===== src/rtl/store_buffer_if.sv =====
// store_buffer_if: CPU store/load ports and data-memory drain port of the store buffer.
interface store_buffer_if #(parameter int DEPTH = 4);
  logic                     st_valid;
  logic [31:0]              st_addr;
  logic [31:0]              st_data;
  logic [1:0]               st_type;
  logic [31:0]              st_pc;
  logic                     st_ready;
  logic                     ld_valid;
  logic [31:0]              ld_addr;
  logic                     ld_stall;
  logic                     dm_str;
  logic [31:0]              dm_A;
  logic [31:0]              dm_data;
  logic [1:0]               dm_type;
  logic [31:0]              dm_pc;
  logic                     dm_ready;
  logic [$clog2(DEPTH):0]   count;
  logic                     empty;
  logic                     err;
  modport slave (
    input  st_valid, st_addr, st_data, st_type, st_pc, ld_valid, ld_addr, dm_ready,
    output st_ready, ld_stall, dm_str, dm_A, dm_data, dm_type, dm_pc, count, empty, err
  );
  modport master (
    output st_valid, st_addr, st_data, st_type, st_pc, ld_valid, ld_addr, dm_ready,
    input  st_ready, ld_stall, dm_str, dm_A, dm_data, dm_type, dm_pc, count, empty, err
  );
endinterface


===== src/rtl/store_buffer.sv =====
// store_buffer: in-order FIFO of pending CPU stores draining to data memory, with load-hazard stall.
module store_buffer #(parameter int DEPTH = 4) (
  input logic          clk,
  input logic          clr,
  store_buffer_if.slave bus
);
  localparam int PW = $clog2(DEPTH);
  localparam int CW = PW + 1;
  logic [31:0] addr_q [DEPTH];
  logic [31:0] addr_d [DEPTH];
  logic [31:0] data_q [DEPTH];
  logic [31:0] data_d [DEPTH];
  logic [31:0] pc_q [DEPTH];
  logic [31:0] pc_d [DEPTH];
  logic [1:0]  type_q [DEPTH];
  logic [1:0]  type_d [DEPTH];
  logic [PW-1:0] head_q, head_d, tail_q, tail_d, off;
  logic [CW-1:0] count_q, count_d;
  logic err_q, err_d;
  logic empty, full, accept, mis, enq, deq, stall;
  always_comb begin
    empty = count_q == '0;
    full = count_q == CW'(DEPTH);
    accept = bus.st_valid && !full;
    mis = (bus.st_type == 2'b00 && bus.st_addr[1:0] != 2'b00) || (bus.st_type == 2'b11 && bus.st_addr[0]);
    enq = accept && bus.st_type != 2'b10 && !mis;
    deq = !empty && bus.dm_ready;
    addr_d = addr_q;
    data_d = data_q;
    pc_d = pc_q;
    type_d = type_q;
    if (enq) begin
      addr_d[tail_q] = bus.st_addr;
      data_d[tail_q] = bus.st_data;
      pc_d[tail_q] = bus.st_pc;
      type_d[tail_q] = bus.st_type;
    end
    head_d = head_q + PW'(deq);
    tail_d = tail_q + PW'(enq);
    count_d = count_q + CW'(enq) - CW'(deq);
    err_d = accept && mis;
    // An entry is live when its distance from head is below the occupancy.
    stall = 1'b0;
    off = '0;
    for (int i = 0; i < DEPTH; i++) begin
      off = PW'(i) - head_q;
      if (bus.ld_valid && CW'(off) < count_q && addr_q[i][31:2] == bus.ld_addr[31:2]) stall = 1'b1;
    end
  end
  assign bus.st_ready = !full;
  assign bus.empty = empty;
  assign bus.count = count_q;
  assign bus.err = err_q;
  assign bus.ld_stall = stall;
  assign bus.dm_str = !empty;
  assign bus.dm_A = empty ? '0 : addr_q[head_q];
  assign bus.dm_data = empty ? '0 : data_q[head_q];
  assign bus.dm_type = empty ? '0 : type_q[head_q];
  assign bus.dm_pc = empty ? '0 : pc_q[head_q];
  always_ff @(posedge clk or posedge clr) begin
    if (clr) begin
      addr_q <= '{default: '0};
      data_q <= '{default: '0};
      pc_q <= '{default: '0};
      type_q <= '{default: '0};
      head_q <= '0;
      tail_q <= '0;
      count_q <= '0;
      err_q <= 1'b0;
    end else begin
      addr_q <= addr_d;
      data_q <= data_d;
      pc_q <= pc_d;
      type_q <= type_d;
      head_q <= head_d;
      tail_q <= tail_d;
      count_q <= count_d;
      err_q <= err_d;
    end
  end
endmodule

===== src/flat_wrapper.sv =====
// flat-port wrapper written by rule: the top's interface ports become plain ports
module store_buffer_flat 
#(parameter int DEPTH = 4)
  (clk, clr, bus_st_valid, bus_st_addr, bus_st_data, bus_st_type, bus_st_pc, bus_ld_valid, bus_ld_addr, bus_dm_ready, bus_st_ready, bus_ld_stall, bus_dm_str, bus_dm_A, bus_dm_data, bus_dm_type, bus_dm_pc, bus_count, bus_empty, bus_err);
  store_buffer_if #(.DEPTH(DEPTH)) bus_i ();
  input logic clk;
  input logic clr;
  input wire logic [$bits(bus_i.st_valid)-1:0] bus_st_valid;
  input wire logic [$bits(bus_i.st_addr)-1:0] bus_st_addr;
  input wire logic [$bits(bus_i.st_data)-1:0] bus_st_data;
  input wire logic [$bits(bus_i.st_type)-1:0] bus_st_type;
  input wire logic [$bits(bus_i.st_pc)-1:0] bus_st_pc;
  input wire logic [$bits(bus_i.ld_valid)-1:0] bus_ld_valid;
  input wire logic [$bits(bus_i.ld_addr)-1:0] bus_ld_addr;
  input wire logic [$bits(bus_i.dm_ready)-1:0] bus_dm_ready;
  output wire logic [$bits(bus_i.st_ready)-1:0] bus_st_ready;
  output wire logic [$bits(bus_i.ld_stall)-1:0] bus_ld_stall;
  output wire logic [$bits(bus_i.dm_str)-1:0] bus_dm_str;
  output wire logic [$bits(bus_i.dm_A)-1:0] bus_dm_A;
  output wire logic [$bits(bus_i.dm_data)-1:0] bus_dm_data;
  output wire logic [$bits(bus_i.dm_type)-1:0] bus_dm_type;
  output wire logic [$bits(bus_i.dm_pc)-1:0] bus_dm_pc;
  output wire logic [$bits(bus_i.count)-1:0] bus_count;
  output wire logic [$bits(bus_i.empty)-1:0] bus_empty;
  output wire logic [$bits(bus_i.err)-1:0] bus_err;
  assign bus_i.st_valid = bus_st_valid;
  assign bus_i.st_addr = bus_st_addr;
  assign bus_i.st_data = bus_st_data;
  assign bus_i.st_type = bus_st_type;
  assign bus_i.st_pc = bus_st_pc;
  assign bus_i.ld_valid = bus_ld_valid;
  assign bus_i.ld_addr = bus_ld_addr;
  assign bus_i.dm_ready = bus_dm_ready;
  assign bus_st_ready = bus_i.st_ready;
  assign bus_ld_stall = bus_i.ld_stall;
  assign bus_dm_str = bus_i.dm_str;
  assign bus_dm_A = bus_i.dm_A;
  assign bus_dm_data = bus_i.dm_data;
  assign bus_dm_type = bus_i.dm_type;
  assign bus_dm_pc = bus_i.dm_pc;
  assign bus_count = bus_i.count;
  assign bus_empty = bus_i.empty;
  assign bus_err = bus_i.err;
  store_buffer #(.DEPTH(DEPTH)) u_core (.clk(clk), .clr(clr), .bus(bus_i));
endmodule

===== config.mk =====
export PLATFORM = sky130hd
export DESIGN_NAME = store_buffer_flat
export DESIGN_NICKNAME = d
export VERILOG_FILES = /design/src/rtl/store_buffer_if.sv /design/src/rtl/store_buffer.sv /design/src/flat_wrapper.sv
export SDC_FILE = /design/constraint.sdc
export NUM_CORES = 1
export LEC_CHECK = 0
export ABC_AREA = 1
export CORE_MARGIN = 2
export CORE_UTILIZATION = 40
export CTS_BUF_LIST = sky130_fd_sc_hd__clkbuf_8
export DETAILED_ROUTE_END_ITERATION = 7
export PLACE_DENSITY = 0.7
export SYNTH_ARGS = -nofsm -noshare
export SYNTH_HDL_FRONTEND = slang
export SYNTH_SLANG_ARGS = --single-unit
export TNS_END_PERCENT = 1

===== constraint.sdc =====
create_clock -name clk -period 19.9 [get_ports clk]
set_input_delay 3.98 -clock clk [delete_from_list [all_inputs] [get_ports clk]]
set_output_delay 3.98 -clock clk [all_outputs]
set_load 0.02 [all_outputs]

Word-level counts from Yosys, hierarchy flattened
Index checks and enable logic that the tools add are counted.
- flip-flop bits (word level): 400
- logic and storage cells: 95
- order comparisons: 7
- add/sub/neg operators: 8
- bitwise logic cells: 2
- eq/ne operators: 7
- reduce and logical (&&, ||, !) cells: 23
- multiplexer cells: 28
- operator list (kind ; number):
    $bwmux 128 ; 3
    $mux 32 ; 10
    $bmux 32 s2 ; 3
    $eq 30x30->1 ; 4
    $demux 32 s2 ; 1
    $logic_and 1x1->1 ; 16
    $lt 2x3->1 ; 4
    $bwmux 8 ; 1
    $mux 2 ; 4
    $ge 3x3->1 const B ; 2
    $not 2->3 ; 2
    $add 2x1->2 ; 2
    $bmux 2 s2 ; 1
    $demux 2 s2 ; 1
    $mux 1 ; 4
    $sub 1x2->2 const A ; 2
    $sub 2x2->2 const A ; 2
    $add 3x1->3 ; 1
    $eq 3x3->1 const B ; 1
    $logic_not 1->1 ; 3
    $logic_not 3->1 ; 1
    $lt 3x1->1 const B ; 1
    $sub 3x1->3 ; 1
    $eq 2x2->1 const B ; 1
    4 further kinds ; 4

Longest topological paths before layout
- word-level depth: 8
- gate-level depth with buffers: 11
- gate-level depth less buffers: 10

Worst setup path before layout
No wires, ideal clock.
- path type: input-to-output
- from: in bus_ld_addr[26]
- to: out bus_ld_stall
- buffers on the path: 1
- data arrival time: 4830 ps
- cell stages on the path: 8
- path slack: 11090 ps
- data required time: 15920 ps
- cells stage by stage: clkbuf_1 -> xnor2_1 -> nand2_1 -> nor2_1 -> o211ai_1 -> nor2_1 -> nor2_1 -> nand2_1
- word-level cells in the longest chain between the ends: 6
- elaborated cells on any way between the ends: 12
- RTL lines (what ; line ; text):
    start: declaration ; flat_wrapper.sv:14 ; input wire logic [$bits(bus_i.ld_addr)-1:0] bus_ld_addr;
    $eq 30x30->1 ; store_buffer.sv:47 ; if (bus.ld_valid && CW'(off) < count_q && addr_q[i][31:2] == bus.ld_addr[31:2]) stall = 1'b1;
    $logic_and 1x1->1 ; store_buffer.sv:47 ;
    $mux 1 (3 in a row) ; store_buffer.sv:47 ;
    $mux 1 (*) ; store_buffer.sv:47 ;
    end: declaration ; flat_wrapper.sv:17 ; output wire logic [$bits(bus_i.ld_stall)-1:0] bus_ld_stall;
Every way passes the cells marked *; elsewhere a longest branch is shown, timed or not.

Final worst setup path
- from: in bus_ld_addr[24]
- to: out bus_ld_stall
Same word-level chain as after synthesis.

==> results.md <==
* Clk network pwr share at about 18%
* Total grt overflow at 0
* Distinct cell type count after synthesis at 32
* Final Hold Viols at 0
* Synth cell count leaders: 771 x nand2_1, 400 x dfrtp_1, 299 x nor2_1, 279 x nand3_1, 195 x inv_1
* Post-synth top area share at between 50 and 60%
* Slowest-stage cell, CP: clkdlybuf4s50_1
* Worst Max-Slew Pin Slew at about 1.3 ns
* Post-CTS Setup Bufs at 0
* Synth warnings at 0
* Number of global-route vias before repair at between 15000 and 20000
* Clock Skews at about 0.038 ns
* CP arrival at between 6 and 7 ns
* Synth Register Bits at 400
* Port-buffer cells at 238
* Int Pwr at 2.41 mW
* Sequential share of the synthesized area at roughly half
* Die height at 226 µm
* Startpoint Class: input pin
* FILL cells at roughly 4700
* Initial antenna violation count at 6
* Post-DP Area at about 23000 µm²
* Mapped Nets at between 2000 and 3000
* Site Rows at slightly above 80
* Clock latency on the worst-skew pair at ~0.66 ns
* Worst vdd ir at 0.0961 mV
* Setup TNS at 0 ns
* CTS hold repair buffers at 0
* Synth top area cells: dfrtp_1 51%, nand2_1 15%, nand3_1 7.1%
* Pleak at approximately 12 nW
* Die area at 51200 µm²
* Clock-pin slew on the worst setup and hold paths at ~0.060 ns
* Synth area leader: dfrtp_1
* Cell count after synthesis at roughly 2600
* Slowest Stage Delay on Critical Path at 0.70 ns
* Initial core utilization at approximately two fifths
* Psw at 1.99 mW
* Worst setup EP type: output pin
* Post-CTS sizing at 0
* Worst EP required at about 16 ns
* Slew HR at 16.5%
* Post-synth top flop: dfrtp_1
* CTS sink count at 400
* Top-Level Pins at 241
* Register area at between 10000 and 15000 µm²
* Final wirelength at around 68000 µm
* Slew Limit Fails at 0
* CTS Root Buffer Type: clkbuf_8
* Comb pwr share at 50.7%
* GRT Util Overall at between 20% and 30%
* Antenna-violating nets left at 0
* Final setup fails at 0
* First-pass GRT wire length at 104000 µm
* Die Width at roughly 230 µm
* WS Path Type: input pin to output pin
* R2r setup slk at approximately 17 ns
* Wire length per cell at approximately 20 µm
* CTS tree: built
* Post-route cell area at roughly 24000 µm²
* Maximum clock insertion buffer count at 3
* H-tree depth at 3
* Drt first-iter violations at around 2100
* Asr flop ratio synth at 100%
* Max-cap violations at 0
* Tcrit/Tclk final at slightly above 50%
* Critical path, cell by cell: clkdlybuf4s50_1, inv_1, nand2_1, o21ai_0, nor2_1, nand2_1, nor2_1, nand3_1, nor2_1, nor2_1, nand2_1, clkdlybuf4s50_1
* Layout area overhead at 21.1%
* Average size of a mapped cell at approximately 7.7 µm²
* First-pass DRT Iterations at 6
* Switching Share at between 40% and 50%
* DRC violations left at 0
* Status: completed
* Worst setup startpoint: bus_ld_addr[24]
* CTS buffer count at 73
* Hold Startpoint: u_core.data_q[86]
* Final Wtd Congestion at about 0.95
* Detailed Place HPWL at slightly below 40000 µm
* Hold Path Class: flip-flop to flip-flop
* Most common cell on crit path: nor2_1
* Multi-input combinational cell area at approximately 8400 µm²
* PD cells at ~180 nW/µm²
* Core region area at 48800 µm²
* Worst reg2reg startpoint: u_core.bus.count[2]
* Drt via density at between 5 and 6
* Fmax at 0.0974 GHz
* EDFF count, synth at 0
* Count leader, synth: nand2_1
* Largest net degree at the start of global routing at about 230
* CP Max Fanout at 5
* Flop pwr share at a little under a third
* Mapped cell area at slightly below 20000 µm²
* RSZ-0062 raised after global routing: false
* Layout cells sized above 1 at approximately 5.2%
* Final Net Count at between 2000 and 3000
* Fin crit period at around 10 ns
* Total number of vias at roughly 19000
-- worst max-delay path, delay by kind of cell --
family	cells	cell delay, ns
compound gates	1	0.07
buf+inv	3	1.46
simple gates	8	0.78
-- layout make-up --
class | count | area share [%]
inverters | 199 | 3.15
repair buffers | 259 | 10.7
flip-flops and latches | 400 | 41.8
multi-input cells | 1788 | 34.9
well taps | 664 | 3.47
clock buffers | 89 | 5.12
diodes | 3 | 0.0314
clock inverters | 41 | 0.826
-- state kept, by name, summed over array words and instances (netlist names) --
register,flops
u_core.bus.err,1
u_core.bus.count,3
u_core.type_q,8
u_core.tail_q,2
u_core.data_q,128
u_core.addr_q,128
u_core.pc_q,128
u_core.head_q,2
-- path summary, 6_finish.rpt --
kind,to,depth (start not counted)
max in group asynchronous,u_core.pc_q[117],4
max reg2reg,u_core.bus.count[1],8
min reg2reg,u_core.data_q[86],2
min in group asynchronous,u_core.data_q[3],2
max,bus_ld_stall,12
min,u_core.data_q[86],2
-- stage by stage --
stage	hold slack (ns)	power, mW	utilization, %	std cells	worst slack [ns]
3_5_place_dp	0.458	3.62	46.1	3310	9.66
5_1_grt	0.485	4.67	49.0	3443	9.52
2_1_floorplan	0.442	2.67	-	2551	4.80
3_3_place_gp	0.453	3.56	46.1	3310	9.69
4_1_cts	0.473	4.40	49.0	3440	9.64
6_report	0.469	4.40	49.0	3443	9.63
-- placed cells by master (no fill, tap or decap), types with 2 or more instances in the layout --
cell	Yosys	routed
nand4_1	4	4
clkinv_2	0	7
nand2_1	771	767
o211ai_1	2	2
dfrtp_1	400	399
o22ai_1	63	63
inv_1	195	225
o21ai_0	35	35
ha_1	8	8
clkdlybuf4s50_1	0	238
or2_2	3	3
nor2_1	299	294
nand2_2	2	2
buf_4	11	20
a22oi_1	35	35
xnor2_1	14	14
inv_2	2	3
a31oi_1	35	35
a21oi_1	156	156
nor2_4	1	5
a221oi_1	63	63
diode_2	0	3
clkbuf_8	0	89
nand3_1	279	279
nand2_8	0	4
xor2_1	11	11
-- power by group through the flow --
stage	Sequential (mW)	Combinational (mW)	Clock [mW]
after global routing	1.44	2.40	0.827
after floorplan	1.35	1.32	0
after CTS	1.39	2.22	0.785
after detailed placement	1.40	2.21	0
final	1.40	2.23	0.769
after global placement	1.38	2.18	0
-- routing by layer --
metal | wire length (µm) | global-route usage (%)
met5 | 44 | 0
met4 | 2150 | 11.2
met3 | 6260 | 5.75
met2 | 32100 | 42.7
met1 | 27600 | 34.5
-- kinds of logic after synthesis --
family,Yosys count,synth area share [%]
adders and majority gates,9,0.608
xor gates and xnor gates,25,1.11
and+or+nand+nor,1362,27.8
AOI/OAI and AO/OA,392,12.3
buffers and inverters,363,7.56
DFF,400,50.6
No activity file was read; power rests on OpenSTA's default activity.
